[src/rtl/sentinel_auth_sequencer.sv]
// sentinel_auth_sequencer: four-byte authorization sequencer with gap timeout,
// consecutive-failure tracking and an optional lockout period.
// Optional feature macro: SENTINEL_LOCKOUT_EN (defined = lockout after
// MAX_FAILS consecutive failures; undefined = no LOCKOUT state, FAIL -> IDLE).
module sentinel_auth_sequencer #(
  parameter logic [31:0] KEY            = 32'hB6C15A3E,
  parameter int          MAX_FAILS      = 3,
  parameter int          LOCKOUT_CYCLES = 16,
  parameter int          GAP_TIMEOUT    = 32
) (
  input  logic       clk,
  input  logic       rst,
  input  logic       key_valid,
  input  logic [7:0] key_data,
  output logic       key_ready,
  input  logic       clear,
  output logic       verified,
  output logic       locked_out,
  output logic       fail_pulse,
  output logic [1:0] fail_count,
  output logic [7:0] status
);

  localparam logic [2:0] S_IDLE     = 3'd0;
  localparam logic [2:0] S_COLLECT  = 3'd1;
  localparam logic [2:0] S_VERIFIED = 3'd2;
  localparam logic [2:0] S_FAIL     = 3'd3;
`ifdef SENTINEL_LOCKOUT_EN
  localparam logic [2:0] S_LOCKOUT  = 3'd4;
  localparam logic [1:0] MAX_FAILS_C = 2'(MAX_FAILS);
  localparam logic [7:0] LOCK_LOAD   = 8'(LOCKOUT_CYCLES - 1);
`endif
  localparam logic [7:0] GAP_LAST    = 8'(GAP_TIMEOUT - 1);

  logic [2:0] state;
  logic [2:0] state_next;
  logic [1:0] byte_idx;
  logic [1:0] byte_idx_next;
  logic       mismatch;
  logic       mismatch_next;
  logic [7:0] gap_cnt;
  logic [7:0] gap_cnt_next;
  logic [1:0] fail_count_next;
  logic       take;
  logic       byte_bad;
`ifdef SENTINEL_LOCKOUT_EN
  logic [7:0] lock_cnt;
  logic [7:0] lock_cnt_next;
`endif

  // Expected key byte at a given index, most significant byte first.
  function automatic logic [7:0] key_byte(input logic [1:0] idx);
    case (idx)
      2'd0:    key_byte = KEY[31:24];
      2'd1:    key_byte = KEY[23:16];
      2'd2:    key_byte = KEY[15:8];
      2'd3:    key_byte = KEY[7:0];
      default: key_byte = KEY[31:24];
    endcase
  endfunction

  // Display code for each state.
  function automatic logic [7:0] state_code(input logic [2:0] s);
    case (s)
      S_IDLE:     state_code = 8'hA0;
      S_COLLECT:  state_code = 8'hA1;
      S_VERIFIED: state_code = 8'hC1;
      S_FAIL:     state_code = 8'hEE;
`ifdef SENTINEL_LOCKOUT_EN
      S_LOCKOUT:  state_code = 8'hFF;
`endif
      default:    state_code = 8'hA0;
    endcase
  endfunction

  // Saturating increment of the consecutive-failure counter.
  function automatic logic [1:0] sat_inc(input logic [1:0] v);
    if (v == 2'd3) sat_inc = 2'd3;
    else           sat_inc = v + 2'd1;
  endfunction

  assign key_ready = ((state == S_IDLE) || (state == S_COLLECT)) && !clear;
  assign take      = key_valid && key_ready;
  // In IDLE byte_idx is always 0, so one comparator serves both states.
  assign byte_bad  = (key_data != key_byte(byte_idx));

  // Next-state and datapath decisions.
  always_comb begin
    state_next      = state;
    byte_idx_next   = byte_idx;
    mismatch_next   = mismatch;
    gap_cnt_next    = gap_cnt;
    fail_count_next = fail_count;
`ifdef SENTINEL_LOCKOUT_EN
    lock_cnt_next   = lock_cnt;
`endif
    case (state)
      S_IDLE: begin
        if (take) begin
          state_next    = S_COLLECT;
          byte_idx_next = 2'd1;
          mismatch_next = byte_bad;
          gap_cnt_next  = 8'd0;
        end else begin
          byte_idx_next = 2'd0;
          mismatch_next = 1'b0;
          gap_cnt_next  = 8'd0;
        end
      end
      S_COLLECT: begin
        if (clear) begin
          // Abort: partial bytes discarded, not a failure.
          state_next    = S_IDLE;
          byte_idx_next = 2'd0;
          mismatch_next = 1'b0;
          gap_cnt_next  = 8'd0;
        end else if (take) begin
          gap_cnt_next = 8'd0;
          if (byte_idx == 2'd3) begin
            byte_idx_next = 2'd0;
            mismatch_next = 1'b0;
            if (mismatch || byte_bad) begin
              state_next      = S_FAIL;
              fail_count_next = sat_inc(fail_count);
            end else begin
              state_next      = S_VERIFIED;
              fail_count_next = 2'd0;
            end
          end else begin
            byte_idx_next = byte_idx + 2'd1;
            mismatch_next = mismatch || byte_bad;
          end
        end else if (gap_cnt == GAP_LAST) begin
          state_next      = S_FAIL;
          fail_count_next = sat_inc(fail_count);
          byte_idx_next   = 2'd0;
          mismatch_next   = 1'b0;
          gap_cnt_next    = 8'd0;
        end else begin
          gap_cnt_next = gap_cnt + 8'd1;
        end
      end
      S_VERIFIED: begin
        if (clear) state_next = S_IDLE;
        else       state_next = S_VERIFIED;
      end
      S_FAIL: begin
`ifdef SENTINEL_LOCKOUT_EN
        if (fail_count == MAX_FAILS_C) begin
          state_next    = S_LOCKOUT;
          lock_cnt_next = LOCK_LOAD;
        end else begin
          state_next = S_IDLE;
        end
`else
        state_next = S_IDLE;
`endif
      end
`ifdef SENTINEL_LOCKOUT_EN
      S_LOCKOUT: begin
        // clear is deliberately ignored for the whole lockout.
        if (lock_cnt == 8'd0) begin
          state_next      = S_IDLE;
          fail_count_next = 2'd0;
        end else begin
          lock_cnt_next = lock_cnt - 8'd1;
        end
      end
`endif
      default: begin
        state_next    = S_IDLE;
        byte_idx_next = 2'd0;
        mismatch_next = 1'b0;
        gap_cnt_next  = 8'd0;
      end
    endcase
  end

  // State, counters and registered outputs (derived from the next state).
  always_ff @(posedge clk or posedge rst) begin
    if (rst) begin
      state      <= S_IDLE;
      byte_idx   <= 2'd0;
      mismatch   <= 1'b0;
      gap_cnt    <= 8'd0;
      fail_count <= 2'd0;
      verified   <= 1'b0;
      locked_out <= 1'b0;
      fail_pulse <= 1'b0;
      status     <= 8'hA0;
`ifdef SENTINEL_LOCKOUT_EN
      lock_cnt   <= 8'd0;
`endif
    end else begin
      state      <= state_next;
      byte_idx   <= byte_idx_next;
      mismatch   <= mismatch_next;
      gap_cnt    <= gap_cnt_next;
      fail_count <= fail_count_next;
      verified   <= (state_next == S_VERIFIED);
      fail_pulse <= (state_next == S_FAIL);
      status     <= state_code(state_next);
`ifdef SENTINEL_LOCKOUT_EN
      locked_out <= (state_next == S_LOCKOUT);
      lock_cnt   <= lock_cnt_next;
`else
      locked_out <= 1'b0;
`endif
    end
  end

endmodule

[config.mk]
export PLATFORM = sky130hd
export DESIGN_NAME = sentinel_auth_sequencer
export DESIGN_NICKNAME = d
export VERILOG_FILES = /design/src/rtl/sentinel_auth_sequencer.sv
export SDC_FILE = /design/constraint.sdc
export NUM_CORES = 1
export LEC_CHECK = 0
export BUFFER_PORTS_ARGS = -buffer_cell sky130_fd_sc_hd__buf_4
export CAP_MARGIN = 10
export CORE_UTILIZATION = 28
export DETAILED_ROUTE_END_ITERATION = 6
export HOLD_SLACK_MARGIN = 0.1
export PLACE_DENSITY = 0.57
export SLEW_MARGIN = 10
export SYNTH_ARGS = -nofsm -noshare
export SYNTH_HDL_FRONTEND = slang
export SYNTH_SLANG_ARGS = --single-unit
[constraint.sdc]
create_clock -name clk -period 4.68 [get_ports clk]
set_clock_uncertainty 0.15 [all_clocks]
set_input_delay 0.702 -clock clk [delete_from_list [all_inputs] [get_ports clk]]
set_output_delay 0.702 -clock clk [all_outputs]
set_load 0.02 [all_outputs]
==> results.md <==
* GR Util All Layers at between 10% and 20%
* Critical hold path startpoint: gap_cnt[7]
* RSZ-0062 raised after global routing: no
* Reg2reg end: fail_count[0]
* IO Count at 26
* RR Startpoint: byte_idx[0]
* Largest net degree at the start of global routing at 23
* Cells after DPL at between 150 and 200
* Status: complete, no violations
* Via count at between 900 and 1,000
* Worst vdd ir at approximately 100 uV
* Cells after Synth at approximately 130
* Fmax at ~0.44 GHz
* H-tree depth at 1
* Hold Buf Count CTS at 0
* Worst Setup Path Type: in2out
* Mean routed wirelength per cell at approximately 12 um
* Critical path arrival at around 1400 ps
* Period utilization at between 40% and 50%
* Synth Register Bits at 22
* CP cell instances: buf_4 > nor3_1 > buf_4
* Number of setup violations in the final report at 0
* Clock-pin slew on the worst setup and hold paths at 70 ps
* Clock Latency Late Sink at approximately 260 ps
* Hold endpoint: gap_cnt[7]
* Mean area per synthesized cell at between 9 and 10 um2
* Slew margin rel. at 44.7%
* WHS Path Cells at 1
* Number of global-route vias before repair at ~940
* Cts repair resizes at 0
* Nets at 165
* Post-layout util at between 30% and 40%
* Synthesized cell area at between 1000 and 1500 um2
* TritonCTS clock tree: yes
* Crit end category: primary output
* Post-synth EDFFs at 0
* Max-slew violations at 0
* Hold WS at between 300 and 400 ps
* Most frequent cells in the layout: buf_4 (22), dfrtp_1 (21), nand2_1 (14), o21ai_0 (12), inv_1 (7)
* Total grt overflow at 0
* Rows at 23
* DR pass1 iterations at 5
* Post-route design area at roughly 1400 um2
* CTS Buffer Depth at 2
* GP Congestion at 0.831
* Die span in y at between 60 and 70 um
* Die area at between 4000 and 5000 um2
* Clock sink total at 22
* Post-synthesis sequential area ratio at 45.7%
* Distinct cell type count after synthesis at 41
* Synth Warn # at 0
* CP most frequent cell: buf_4
* Power Density at about 240 nW/um2
* # diodes at 0
* Critical-path top delay cell: nor3_1
* Post-synth top area share at 43.5%
* First-pass GRT wire length at around 3900 um
* Most common cell after layout, fill and taps aside: buf_4
* Final hold viol count at 0
* DR iter-0 viols at 39
* WL final at 2400 um
* Pre-CTS setup slack at ~2400 ps
* Max_cap viols at 0
* Post-layout min period at roughly 2300 ps
* Overall power at 0.342 mW
* CTS Root Cell: clkbuf_8
* DRC Markers at 0
* Input/output buffers at 22
* Ratio of cells with drive above 1 in the final layout at approximately a fifth
* Slack of the critical path at approximately 2400 ps
* Largest area contributor in the netlist: dfrtp_1
* Initial core utilization at 29.8%
* R2R cell count at 6
* Async SR Flop Fraction at 100%
* Postcts setup bufs at 0
* Final setup TNS at 0 ps
* Initial antenna violation count at 0
* Min-delay worst type: reg2reg
* Core area at a little over 4000 um2
* HPWL after DPL at approximately 1800 um
* CTS Buf Count at 3
* Post-route ant nets at 0
* Crit-path max cell delay at 380 ps
* Synth-to-Final Area Change at 19.4%
* Post-Layout Cell Count at 196
* Die W at 67.7 um
* Synth area leaders: dfrtp_1 (44%), ha_1 (6.2%), o21ai_0 (5.0%)
* Leakage at 0.674 nW
* Cell Area, Placed at around 1400 um2
* Crit path max fanout at 5
* Reg2reg setup slack at 2420 ps
* Top_reg_cell synth: dfrtp_1
* Via/cell ratio at approximately 4.9
* Startpoint types: input pin
* Worst Tran Pin Value at 829 ps
* Required @ worst endpoint at about 3800 ps
## state kept, by name (all words and copies together) (netlist names)
| name | cells |
|---|---|
| gap_cnt | 8 |
| status | 4 |
| state | 3 |
| byte_idx | 2 |
| fail_count | 2 |
| fail_pulse | 1 |
| mismatch | 1 |
| verified | 1 |
## critical path: cells and delay by family
kind                   cells  cell delay, ps
buffers and inverters      2             360
and+or+nand+nor            1             380
## area by class of cell
type	count	area (um2)
clock buffers	4	45.0
fillers	404	2620
inverters	7	26.3
multi-input cells	91	591
flip-flops and latches	22	552
well taps	50	62.6
repair buffers	22	165
## where the power goes
part | leakage, nW | switching (mW) | internal, mW
clock network | 0.0228 | 0.0558 | 0.0606
registers | 0.299 | 0.00294 | 0.193
logic | 0.352 | 0.0174 | 0.0131
total | 0.674 | 0.0761 | 0.266
## logic make-up after synthesis
| logic type | after synthesis | share of synthesized area, % |
|---|---|---|
| adders and majority gates | 6 | 6.22 |
| buffers and inverters | 14 | 6.01 |
| xor gates and xnor gates | 5 | 3.63 |
| other | 2 | 0.622 |
| muxes | 1 | 0.933 |
| AOI/OAI and AO/OA | 32 | 17.2 |
| and+or+nand+nor | 43 | 19.7 |
| DFF | 22 | 45.7 |
## metal layers
metal	up-vias	GRT usage [%]	part of all wire (%)
li1	480	-	-
met2	32	20.8	50
met5	-	0	0
met4	0	3.19	0.46
met1	448	12.9	46
met3	2	1.52	4.3
## worst max path at each step
stage / cells past startpoint / from / endpoint
6_report: 3 / clear / key_ready
5_1_grt: 6 / byte_idx[0] / fail_count[0]
4_1_cts: 6 / byte_idx[0] / fail_count[0]
3_5_place_dp: 6 / clear / gap_cnt[5]
3_3_place_gp: 3 / clear / key_ready
2_1_floorplan: 3 / clear / verified
## cell usage after synthesis, drive strengths merged (2+ instances only)
cell	count
a21o	2
a21oi	5
a32o	2
and2	2
buf	6
conb	2
dfrtp	21
ha	6
inv	7
nand2	14
nand3	5
nor2	5
nor2b	2
nor3	4
nor4	2
nor4bb	2
o21ai	14
o31ai	2
xor2	4
(Power assumes the default switching activity.)
